$ cat src/rtl/ov7670_capture_dec.sv
// OV7670 pixel-bus capture with decimation, clipping and ping-pong banking.
// Optional CAPTURE_STATS_EN builds per-frame line/pixel statistics.
module ov7670_capture_dec #(
  parameter int c_img_cols     = 160,
  parameter int c_img_rows     = 120,
  parameter int c_decim        = 1,
  parameter int c_nb_buf_red   = 4,
  parameter int c_nb_buf_green = 4,
  parameter int c_nb_buf_blue  = 4,
  parameter int c_nb_buf       = c_nb_buf_red + c_nb_buf_green
                                 + c_nb_buf_blue,
  parameter int c_nb_img_pxls  = $clog2(c_img_cols * c_img_rows)
) (
  input  logic                     clk,
  input  logic                     rst_n,
  input  logic                     pclk,
  input  logic                     href,
  input  logic                     vsync,
  input  logic [7:0]               data,
  input  logic [1:0]               mode,
  input  logic                     swap_r_b,
  output logic [c_nb_img_pxls-1:0] addr,
  output logic [c_nb_buf-1:0]      dout,
  output logic                     we,
  output logic                     bank,
  output logic                     newframe,
  output logic                     frame_done,
  output logic                     overflow,
  output logic [11:0]              stat_line_pxls,
  output logic [9:0]               stat_lines
);

  localparam int AW = c_nb_img_pxls;
  localparam int RW = $clog2(c_img_rows + 1);
  localparam int NR = c_nb_buf_red;
  localparam int NG = c_nb_buf_green;
  localparam int NB = c_nb_buf_blue;

  localparam logic [11:0]   COLS    = 12'(c_img_cols);
  localparam logic [RW-1:0] ROWS    = RW'(c_img_rows);
  localparam logic [RW-1:0] ROWS_M1 = RW'(c_img_rows - 1);
  localparam logic [11:0]   DM      = 12'(c_decim - 1);

  typedef enum logic [1:0] {
    ST_WAIT,
    ST_VBLANK,
    ST_ACTIVE
  } state_t;

  state_t state, state_nx;

  logic [2:0] pc_sr, hr_sr, vs_sr;
  logic [7:0] d1, d2, d3;
  logic       href_q;
  logic       vf, vf_q, nf, prise;
  logic       href_s3;
  logic [7:0] data_s3;

  logic [1:0] mode_r;
  logic       swap_r;
  logic       tog, line_ok;
  logic [7:0] b0_q;
  logic [11:0] in_col;
  logic [9:0]  in_line;
  logic [11:0] out_col;
  logic [RW-1:0] out_row;
  logic [AW-1:0] row_base;

  logic active, hrise, hfall, col_kept, line_kept, in_range, fd_nx;

  // Three-stage synchroniser on every camera pin
  always_ff @(posedge clk or negedge rst_n) begin
    if (!rst_n) begin
      pc_sr  <= '0;
      hr_sr  <= '0;
      vs_sr  <= '0;
      d1     <= '0;
      d2     <= '0;
      d3     <= '0;
      href_q <= 1'b0;
      vf_q   <= 1'b0;
    end else begin
      pc_sr  <= {pc_sr[1:0], pclk};
      hr_sr  <= {hr_sr[1:0], href};
      vs_sr  <= {vs_sr[1:0], vsync};
      d1     <= data;
      d2     <= d1;
      d3     <= d2;
      href_q <= hr_sr[2];
      vf_q   <= vf;
    end
  end

  assign href_s3 = hr_sr[2];
  assign data_s3 = d3;
  assign prise   = pc_sr[1] & ~pc_sr[2];
  assign vf      = &vs_sr & vsync;
  assign nf      = vf & ~vf_q;

  always_ff @(posedge clk or negedge rst_n) begin
    if (!rst_n) state <= ST_WAIT;
    else        state <= state_nx;
  end

  always_comb begin
    state_nx = state;
    fd_nx    = 1'b0;
    unique case (state)
      ST_WAIT:   if (nf) state_nx = ST_VBLANK;
      ST_VBLANK: if (!vf) state_nx = ST_ACTIVE;
      ST_ACTIVE: if (nf) begin
        state_nx = ST_VBLANK;
        fd_nx    = (in_line != '0);
      end
      default:   state_nx = ST_WAIT;
    endcase
  end

  assign active    = (state == ST_ACTIVE) && !nf;
  assign hrise     = href_s3 && !href_q;
  assign hfall     = !href_s3 && href_q && line_ok;
  assign col_kept  = (in_col & DM) == '0;
  assign line_kept = (in_line & DM[9:0]) == '0;
  assign in_range  = (out_col < COLS) && (out_row < ROWS);

  // Pixel formatting: channels left-aligned to 8 bits, then cut to width
  logic [7:0] r8, g8, b8;
  logic [c_nb_buf-1:0] rgb_w, gray_w, pix_w;

  always_comb begin
    r8 = '0;
    g8 = '0;
    b8 = '0;
    if (mode_r == 2'b00) begin
      r8 = {b0_q[3:0], 4'h0};
      g8 = {data_s3[7:4], 4'h0};
      b8 = {data_s3[3:0], 4'h0};
    end else begin
      r8 = {b0_q[7:3], 3'b000};
      g8 = {b0_q[2:0], data_s3[7:5], 2'b00};
      b8 = {data_s3[4:0], 3'b000};
    end
    if (swap_r)
      rgb_w = {b8[7 -: NR], g8[7 -: NG], r8[7 -: NB]};
    else
      rgb_w = {r8[7 -: NR], g8[7 -: NG], b8[7 -: NB]};
    pix_w = mode_r[1] ? gray_w : rgb_w;
  end

  if (c_nb_buf > 8) begin : g_gray_ext
    assign gray_w = {{(c_nb_buf - 8){1'b0}}, b0_q};
  end else begin : g_gray_cut
    assign gray_w = b0_q[7 -: c_nb_buf];
  end

  always_ff @(posedge clk or negedge rst_n) begin
    if (!rst_n) begin
      mode_r     <= '0;
      swap_r     <= 1'b0;
      tog        <= 1'b0;
      line_ok    <= 1'b0;
      b0_q       <= '0;
      in_col     <= '0;
      in_line    <= '0;
      out_col    <= '0;
      out_row    <= '0;
      row_base   <= '0;
      addr       <= '0;
      dout       <= '0;
      we         <= 1'b0;
      bank       <= 1'b0;
      newframe   <= 1'b0;
      frame_done <= 1'b0;
      overflow   <= 1'b0;
    end else begin
      we         <= 1'b0;
      newframe   <= nf;
      frame_done <= fd_nx;
      bank       <= bank ^ frame_done;
      if (nf) begin
        mode_r   <= mode;
        swap_r   <= swap_r_b;
        overflow <= 1'b0;
      end
      if (!active) begin
        tog      <= 1'b0;
        line_ok  <= 1'b0;
        in_col   <= '0;
        in_line  <= '0;
        out_col  <= '0;
        out_row  <= '0;
        row_base <= '0;
      end else if (!href_s3) begin
        tog <= 1'b0;
        if (hfall) begin
          line_ok <= 1'b0;
          in_col  <= '0;
          out_col <= '0;
          if (in_line != '1) in_line <= in_line + 10'd1;
          if (line_kept && out_row < ROWS) begin
            out_row <= out_row + RW'(1);
            if (out_row < ROWS_M1)
              row_base <= row_base + AW'(c_img_cols);
          end
        end
      end else begin
        if (hrise) line_ok <= 1'b1;
        if (prise && line_ok) begin
          if (!tog) begin
            b0_q <= data_s3;
            tog  <= 1'b1;
          end else begin
            tog <= 1'b0;
            if (in_col != '1) in_col <= in_col + 12'd1;
            if (col_kept && line_kept) begin
              if (in_range) begin
                we   <= 1'b1;
                addr <= row_base + AW'(out_col);
                dout <= pix_w;
              end else begin
                overflow <= 1'b1;
              end
              if (out_col != '1) out_col <= out_col + 12'd1;
            end
          end
        end
      end
    end
  end

`ifdef CAPTURE_STATS_EN
  logic [11:0] line_max;

  always_ff @(posedge clk or negedge rst_n) begin
    if (!rst_n) begin
      line_max       <= '0;
      stat_line_pxls <= '0;
      stat_lines     <= '0;
    end else begin
      if (nf) begin
        stat_line_pxls <= line_max;
        stat_lines     <= in_line;
      end
      if (!active)
        line_max <= '0;
      else if (hfall && in_col > line_max)
        line_max <= in_col;
    end
  end
`else
  assign stat_line_pxls = '0;
  assign stat_lines     = '0;
`endif

endmodule

$ cat config.mk
export PLATFORM = sky130hd
export DESIGN_NAME = ov7670_capture_dec
export DESIGN_NICKNAME = d
export VERILOG_FILES = /design/src/rtl/ov7670_capture_dec.sv
export SDC_FILE = /design/constraint.sdc
export NUM_CORES = 1
export LEC_CHECK = 0
export BUFFER_PORTS_ARGS = -buffer_cell sky130_fd_sc_hd__buf_2
export CAP_MARGIN = 20
export CORE_UTILIZATION = 30
export CTS_BUF_LIST = sky130_fd_sc_hd__clkbuf_8
export CTS_CLUSTER_SIZE = 14
export DETAILED_ROUTE_END_ITERATION = 6
export GPL_TIMING_DRIVEN = 0
export PLACE_DENSITY_LB_ADDON = 0.25
export SLEW_MARGIN = 20
export SYNTH_ARGS = -nofsm -noshare
export SYNTH_HDL_FRONTEND = slang
export SYNTH_SLANG_ARGS = --single-unit
$ cat constraint.sdc
create_clock -name clk -period 4.45 [get_ports clk]
set_clock_uncertainty 0.15 [all_clocks]
set_input_delay 0.89 -clock clk [delete_from_list [all_inputs] [get_ports clk]]
set_output_delay 0.89 -clock clk [all_outputs]
set_load 0.1 [all_outputs]
==> metrics.md, run 1 <==
| Metric | Value |
|---|---|
| Status | `completed` |
| Share of post-route cells with drive strength above 1 | `21.3%` |
| Die Y | `138 um` |
| Lkg Pwr | `2.97 nW` |
| Max Clk Rate | `407 MHz` |
| Fin Setup TNS | `0 ps` |
| DR pass1 iterations | `4` |
| CTS buffer count | `17` |
| GR Util met2 | `19.6%` |
| Total number of vias | `3701` |
| DRC | `0` |
| Tmin final | `2460 ps` |
| Worst Setup Start Kind | `primary input` |
| Fin. Hold Viols | `0` |
| Final Max Slew Viols | `0` |
| Die X | `138 um` |
| Crit end category | `flop` |
| GRT busiest layer | `met2` |
| Global routing usage on met3 | `4.08%` |
| Clk buf depth | `2` |
| Initial core utilization | `30.7%` |
| Clock-pin slew on the worst setup and hold paths | `70 ps` |
| Post-synth EDFFs | `0` |
| Post-detail-place hpwl | `7.87 mm` |
| Ys async rst share | `100%` |
| Post-Place Worst Slack | `1510 ps` |
| Seq/Total Area, Yosys | `54.9%` |
| Slew at the pin closest to its max-slew limit | `723 ps` |
| Area after DPL | `0.00615 mm2` |
| Peak supply drop | `243 uV` |
| Ys Warns | `0` |
| Post-Route WL | `11.0 mm` |
| Initial antenna violation count | `0` |
| Row count | `49` |
| Met1 global-route usage | `17.8%` |
| Total die area | `0.0189 mm2` |
| Max-cap violations | `0` |
| 1st-iter DRT viols | `136` |
| Setup WS post-layout | `1990 ps` |
| Final Power | `2.67 mW` |
| Largest net degree at the start of global routing | `76` |
| Util after Layout | `36.7%` |
| Gr usage total | `13.1%` |
| Vias/cell | `4.41` |
| Port bufs | `47` |
| Netlist cell types | `55` |
| DR WL/cell | `13.1 um` |
| Vias in the first global route | `3790` |
| Final net count | `626` |
| Root Buffer | `clkbuf_8` |
| Postcts setup bufs | `0` |
| Post-Synthesis Cells | `508` |
| Worst EP arrival | `2680 ps` |
| Slew headroom | `50.5%` |
| Dominant cells by area after synthesis | `dfrtp_1 55%, nor2_1 3.9%, nand2_1 3.7%, xor2_1 3.5%, xnor2_1 3.2%` |
| Synthesized flop and latch total | `121` |
| Grt ovf | `0` |
| Mapped Avg Cell Area | `10.9 um2` |
| Worst EP required | `4680 ps` |
| Area growth syn-to-layout | `19.5%` |
| I/O Pins | `70` |
| Power Density | `405 mW/mm2` |
| CTS sink cnt | `121` |
| Antenna cell count | `0` |
| Hold_buf cts | `0` |
| Final instance area | `0.00659 mm2` |
| RSZ-0062 raised after global routing | `false` |
| Gpl congestion | `0.831` |
| Synth area leader | `dfrtp_1` |
| Post-synthesis cell area | `0.00552 mm2` |
| Antenna Nets Post-Route | `0` |
| H-tree levels | `4` |
| Final setup viols | `0` |
| Cts repair resizes | `0` |
| Setup CP Type | `primary input to flop` |
| Top_reg_cell synth | `dfrtp_1` |
| Post-synth top area share | `54.9%` |
| First-pass GRT wire length | `18.9 mm` |
| Core ar. | `0.0180 mm2` |
| Crit-path max FO | `6` |
| Fin crit share | `55.2%` |
| Hold Crit Class | `flop to flop` |
| CTS tree | `done` |
| Clk_lat worst skew | `440 ps` |
==> critical path, stage by stage <==
cell and delay, ps:
buf_2 110, nand4_1 160, inv_2 90, a21o_1 260
or3_4 380, a2111oi_0 650, a21o_1 140
==> cells in the mapped netlist (2+ instances only) <==
library cell / count
o21ai_0: 28
nand2b_1: 2
a21o_1: 5
nand4_1: 11
nor3_2: 2
a31oi_1: 3
xnor2_1: 20
dfrtp_1: 121
nor3_1: 5
nor2b_1: 10
nand3_1: 16
buf_6: 2
o21bai_1: 2
xor2_1: 22
clkbuf_1: 9
ha_1: 13
nand2_1: 54
nor4_1: 3
buf_2: 3
nor3b_1: 2
mux2_2: 12
a211oi_1: 4
and3_1: 2
inv_1: 8
a21oi_1: 20
nand3b_1: 3
buf_4: 22
mux2i_1: 14
and4_1: 3
nor2_1: 58
a2111oi_0: 3
o211ai_1: 3
==> area by class of cell <==
class / count / area, um2
timing repair buffer: 48 / 269
clock buffer: 19 / 262
inverter: 9 / 33.8
sequential: 121 / 3030
multi-input combinational: 363 / 2300
fill: 1778 / 11400
tap: 229 / 287
buffer: 37 / 240
clock inverter: 13 / 178
==> sequential cells by signal (all words and copies together) (netlist names), 2 cells and up <==
| signal | cells |
|---|---|
| d2 | 8 |
| hr_sr | 3 |
| row_base | 10 |
| state | 2 |
| vs_sr | 3 |
| out_row | 7 |
| d1 | 8 |
| addr | 15 |
| mode_r | 2 |
| out_col | 12 |
| pc_sr | 3 |
| in_line | 10 |
| d3 | 8 |
| b0_q | 8 |
| dout | 12 |
==> stage by stage <==
stage | hold slack [ps] | cells
floorplan | 181 | 530
global placement | 187 | 806
detailed placement | 185 | 807
CTS | 201 | 839
global route | 210 | 839
finish | 199 | 839
==> cells by family after synthesis <==
family / Yosys count / share of synthesized area, %
simple gates: 181 / 16.5
flops: 121 / 54.9
compound gates: 78 / 8.98
buf+inv: 46 / 4.97
xor+xnor: 42 / 6.67
mux: 26 / 4.99
fa+ha+maj: 13 / 2.95
other cells: 1 / 0.0680
==> power by group <==
group / switching (mW) / leakage (nW) / internal, mW
clock network: 0.434 / 0.220 / 0.635
logic: 0.294 / 1.26 / 0.110
registers: 0.0438 / 1.50 / 1.15
total: 0.772 / 2.97 / 1.90
==> routing by layer <==
layer,wire [um],vias up
met4,114,0
met1,5590,1754
met3,429,4
met5,0,-
met2,4860,68
li1,-,1875
==> final timing paths <==
path	start	to	slack, ps	cells after the start
setup / recovery	vsync	dout[8]$_DFFE_PN0P_	1990	7
hold / removal	d1[4]$_DFF_PN0_	d2[4]$_DFF_PN0_	200	0
setup reg to reg	out_col[9]$_DFFE_PN0P_	dout[8]$_DFFE_PN0P_	2050	5
hold reg to reg	d1[4]$_DFF_PN0_	d2[4]$_DFF_PN0_	200	0
max in group asynchronous	rst_n	addr[14]$_DFFE_PN0P_	3180	2
min in group asynchronous	rst_n	d1[7]$_DFF_PN0_	230	1
==> cell usage in the layout (no fill, tap or decap), types with 20 or more instances in the layout <==
cell     instances
dfrtp_1        121
o21ai_0         28
a21oi_1         20
conb_1          23
buf_2           49
nor2_1          58
buf_4           22
nand2_1         54
xor2_1          22
xnor2_1         20
Power figures use the tool's default switching activity.
==> run 2, diff against run 1 <==
Clock period 4.45 ns to 2.6 ns, I/O delays scaled along.
==> metrics.md, run 2 (synthesized netlist as in run 1, its figures left out) <==
| Metric | Value |
|---|---|
| Worst EP required | `2830 ps` |
| DR pass1 iterations | `4` |
| First-pass GRT wire length | `18.9 mm` |
| Area after DPL | `0.00615 mm2` |
| Crit end category | `flop` |
| Largest net degree at the start of global routing | `76` |
| Gr usage total | `13.1%` |
| Gpl congestion | `0.831` |
| Final setup viols | `0` |
| Worst Setup Start Kind | `flop` |
| Post-detail-place hpwl | `7.87 mm` |
| Switching Power | `1.33 mW` |
| Peak supply drop | `416 uV` |
| Total die area | `0.0189 mm2` |
| Share of post-route cells with drive strength above 1 | `21.0%` |
| Hold Crit Class | `primary input to flop` |
| Final Power | `4.58 mW` |
| Inst Count DP | `807` |
| Reg2reg start | `out_col[9]$_DFFE_PN0P_` |
| 1st-iter DRT viols | `165` |
| Status | `completed` |
| Fin crit share | `92.5%` |
| CTS buffer count | `17` |
| FILL cells | `1773` |
| Vias/cell | `4.40` |
| Final Max Slew Viols | `0` |
| Row count | `49` |
| Clk_lat worst skew | `440 ps` |
| Hold path startpoint | `href` |
| FF-to-FF End | `dout[8]$_DFFE_PN0P_` |
| DRC | `0` |
| Top flop regs | `addr x15, dout x12, out_col x12` |
| Cts repair resizes | `0` |
| DR WL/cell | `13.0 um` |
| Slew headroom | `50.2%` |
| Setup WS post-layout | `196 ps` |
| Antenna Nets Post-Route | `0` |
| Area growth syn-to-layout | `21.3%` |
| Core ar. | `0.0180 mm2` |
| Final net count | `636` |
| Lkg Pwr | `3.01 nW` |
| Most frequent cells in the layout | `121 x dfrtp_1, 58 x nor2_1, 54 x nand2_1` |
| Die X | `138 um` |
| Worst EP arrival | `2630 ps` |
| Worst hold path endpoint | `hr_sr[0]$_DFF_PN0_` |
| Switching share of power | `29.0%` |
| H-tree levels | `4` |
| Internal cell power | `3.25 mW` |
| Worst R2R Path Depth | `5` |
| Setup slack, reg-to-reg | `200 ps` |
| Antenna cell count | `0` |
| Final instance area | `0.00669 mm2` |
| Setup CP Type | `flop to flop` |
| Tmin final | `2400 ps` |
| Crit-path max FO | `5` |
| Max Clk Rate | `416 MHz` |
| CTS sink cnt | `121` |
| Initial core utilization | `30.7%` |
| Clk pwr share | `40.0%` |
| Power share of the sequential group | `44.7%` |
| Initial antenna violation count | `0` |
| Power Density | `684 mW/mm2` |
| Post-Place Worst Slack | `32.0 ps` |
| Die Y | `138 um` |
| Logic pwr share | `15.4%` |
| RSZ-0062 raised after global routing | `false` |
| Slew at the pin closest to its max-slew limit | `728 ps` |
| Vias in the first global route | `3792` |
| Grt ovf | `0` |
| I/O Pins | `70` |
| Root Buffer | `clkbuf_8` |
| Commonest non-fill, non-tap cell in the layout | `dfrtp_1` |
| Min-Delay Path Depth | `1` |
| CTS tree | `done` |
| Hold_ws | `42.3 ps` |
| Post-Layout Cell Count | `849` |
| Post-Route WL | `11.0 mm` |
| Max-cap violations | `0` |
| Max FFs per register | `15` |
| Port bufs | `47` |
| Total number of vias | `3732` |
| Fin. Hold Viols | `0` |
| Clk buf depth | `2` |
| Largest Register | `addr` |
| Clock-pin slew on the worst setup and hold paths | `70 ps` |
-- run 2: changes by cell type in the layout (fill, tap and decap cells not counted), sizes merged --
cell         delta
dlygate4sd3    +10
-- run 2: critical path: stages, from the launching register on --
cell	delay (ps)
dfrtp_1	450
nor4_2	290
nand3_1	200
or3_4	470
a2111oi_0	660
a21o_1	140
-- run 2: power groups by stage --
stage	Clock, mW	Sequential (mW)	Combinational, mW
2_1_floorplan	0	2.15	0.452
5_1_grt	2.00	2.06	0.764
6_report	1.83	2.05	0.703
4_1_cts	1.90	2.04	0.704
3_3_place_gp	0	2.08	0.682
3_5_place_dp	0	2.08	0.696
-- run 2: worst max-delay path by stage --
stage | startpoint | to | slack [ps] | cells past startpoint
finish | out_col[9]$_DFFE_PN0P_ | dout[8]$_DFFE_PN0P_ | 200 | 5
global route | out_col[9]$_DFFE_PN0P_ | dout[8]$_DFFE_PN0P_ | 80 | 5
CTS | out_col[9]$_DFFE_PN0P_ | dout[8]$_DFFE_PN0P_ | 210 | 5
detailed placement | vsync | addr[4]$_DFFE_PN0P_ | 30 | 6
global placement | rst_n | addr[14]$_DFFE_PN0P_ | -670 | 1
floorplan | vsync | b0_q[0]$_DFFE_PN0P_ | 550 | 6
-- run 2: metal layers --
layer,share of wire [%],global-route usage (%)
met3,3.7,4.08
met2,44,19.6
met5,0,0
met1,51,17.7
met4,1.0,4.76
-- run 2: timing repair --
action,4_1_cts,5_1_grt
endpoints found under the setup margin,0,0
endpoints found under the hold margin,51,4
hold buffers,6,4
buffers inserted,0,0
-- run 2: layout make-up --
cell class / instances / area (um2) / share of cell area (%)
plain buffers: 37 / 240 / 3.59
clock buffers: 19 / 262 / 3.91
clock inverters: 13 / 178 / 2.65
inverters: 9 / 33.8 / 0.505
multi-input cells: 363 / 2300 / 34.3
flip-flops and latches: 121 / 3030 / 45.2
well taps: 229 / 287 / 4.28
repair buffers: 58 / 369 / 5.51
-- run 2: per-stage QoR --
step	setup TNS [ps]	util, %
floorplan	0	-
global placement	-79610	34.1
detailed placement	0	34.3
CTS	0	37.0
global route	0	37.3
finish	0	37.3
==> run 3, diff against run 2 <==
--- a/config.mk
+++ b/config.mk
@@ -14,5 +14,4 @@
 export GPL_TIMING_DRIVEN = 0
 export PLACE_DENSITY_LB_ADDON = 0.25
-export SLEW_MARGIN = 20
 export SYNTH_ARGS = -nofsm -noshare
 export SYNTH_HDL_FRONTEND = slang
--- a/constraint.sdc
+++ b/constraint.sdc
@@ -3,3 +3,3 @@
 set_input_delay 0.52 -clock clk [delete_from_list [all_inputs] [get_ports clk]]
 set_output_delay 0.52 -clock clk [all_outputs]
-set_load 0.1 [all_outputs]
+set_load 0.005 [all_outputs]
==> metrics.md, run 3 (synthesized netlist as in run 1, its figures left out) <==
| Metric | Value |
|---|---|
| Largest net degree at the start of global routing | `93` |
| Vias/cell | `4.43` |
| Area growth syn-to-layout | `19.8%` |
| FILL cells | `1776` |
| Final setup viols | `0` |
| Share of post-route cells with drive strength above 1 | `20.8%` |
| Power Density | `632 mW/mm2` |
| First-pass GRT wire length | `18.9 mm` |
| Top flop regs | `addr x15, dout x12, out_col x12` |
| CTS buffer count | `17` |
| Gpl congestion | `0.831` |
| Setup WS post-layout | `220 ps` |
| Worst Setup Start Kind | `flop` |
| DR WL/cell | `13.1 um` |
| Crit-path max FO | `5` |
| Critical-path cell list | `nor4_2 > nand3_1 > or3_4 > a2111oi_0 > a21o_1` |
| Clk_lat worst skew | `440 ps` |
| Slew headroom | `51.8%` |
| Clk buf depth | `2` |
| Antenna Nets Post-Route | `0` |
| CTS sink cnt | `121` |
| Post-Route WL | `11.1 mm` |
| Grt ovf | `0` |
| CP max-delay cell | `a2111oi_0` |
| H-tree levels | `4` |
| Gr usage total | `13.1%` |
| Port bufs | `47` |
| Kind of cell adding the most delay to the critical path | `simple AND/OR/NAND/NOR gates` |
| I/O Pins | `70` |
| CTS tree | `done` |
| 1st-iter DRT viols | `166` |
| Root Buffer | `clkbuf_8` |
| CP peak stage delay | `640 ps` |
| DR pass1 iterations | `4` |
| Worst EP required | `2830 ps` |
| Die X | `138 um` |
| Most frequent cells in the layout | `121 x dfrtp_1, 58 x nor2_1, 54 x nand2_1` |
| Largest Register | `addr` |
| Postcts setup bufs | `0` |
| Crit end category | `flop` |
| Worst path bufs/invs | `0` |
| Post-Place Worst Slack | `104 ps` |
| Clock-pin slew on the worst setup and hold paths | `70 ps` |
| Status | `completed` |
| DRC | `0` |
| Commonest non-fill, non-tap cell in the layout | `dfrtp_1` |
| Final Power | `4.17 mW` |
| Row count | `49` |
| RSZ-0062 raised after global routing | `false` |
| Max-cap violations | `0` |
| Hold Crit Class | `primary input to flop` |
| Initial antenna violation count | `0` |
| Util after Layout | `36.8%` |
| Worst EP arrival | `2610 ps` |
| Die Y | `138 um` |
| Post-detail-place hpwl | `7.88 mm` |
| Total die area | `0.0189 mm2` |
| Tmin final | `2380 ps` |
| Core ar. | `0.0180 mm2` |
| Final net count | `632` |
| Final Max Slew Viols | `0` |
| Initial core utilization | `30.7%` |
| Slew at the pin closest to its max-slew limit | `705 ps` |
| Max FFs per register | `15` |
| Peak supply drop | `305 uV` |
| Cts repair resizes | `0` |
| Max Clk Rate | `420 MHz` |
| Fin crit share | `91.5%` |
| Antenna cell count | `0` |
| Setup CP Type | `flop to flop` |
| Fin. Hold Viols | `0` |
| Inst Count DP | `807` |
| Vias in the first global route | `3798` |
| Total number of vias | `3747` |
| Post-Layout Cell Count | `845` |
| Lkg Pwr | `2.99 nW` |
| Area of the multi-input gates | `0.00230 mm2` |
| Reg area | `0.00303 mm2` |
[run 3: metal layers]
metal	GRT usage, %	wire [um]	part of all wire (%)
met4	5.01	166	1.5
met2	19.2	4820	44
met5	0	0	0
met1	17.9	5640	51
met3	4.05	442	4.0
[run 3: final cells by class]
class	count	area share (%)
flip-flops and latches	121	45.8
inverters	9	0.511
clock buffers	21	4.37
multi-input cells	363	34.8
clock inverters	11	1.59
plain buffers	37	3.63
well taps	229	4.34
repair buffers	54	4.98
[run 3: what timing repair did]
action / CTS / global route
endpoints found under the hold margin: 34 / 0
setup endpoints to repair: 0 / 0
hold buffers: 6 / 0
[run 3: worst reg2reg max path: stages (launching register included)]
cell       delay [ps]
dfrtp_1           450
nor4_2            290
nand3_1           190
or3_4             460
a2111oi_0         640
a21o_1            140
[run 3: path summary, 6_finish.rpt]
| kind | from | to | slack [ps] | cells past startpoint |
|---|---|---|---|---|
| setup / recovery | out_col[9]$_DFFE_PN0P_ | dout[8]$_DFFE_PN0P_ | 220 | 5 |
| hold / removal | pclk | pc_sr[0]$_DFF_PN0_ | 40 | 1 |
| setup reg to reg | out_col[9]$_DFFE_PN0P_ | dout[8]$_DFFE_PN0P_ | 220 | 5 |
| hold reg to reg | d2[6]$_DFF_PN0_ | d3[6]$_DFF_PN0_ | 200 | 0 |
| max in group asynchronous | rst_n | addr[14]$_DFFE_PN0P_ | 1200 | 3 |
| min in group asynchronous | rst_n | newframe$_DFF_PN0_ | 370 | 2 |
[run 3: through the flow]
stage          TNS [ps]  hold WS, ps  cell area (um2)
6_report              0         40.9             6610
5_1_grt               0         3.23             6610
4_1_cts               0         6.11             6610
3_5_place_dp          0          185             6150
3_3_place_gp     -79610          187             6120
2_1_floorplan         0         74.4             5600
[run 3: power by group]
part / internal, mW / switching [mW]
clock network: 0.934 / 0.720
registers: 1.97 / 0.0745
logic: 0.191 / 0.283
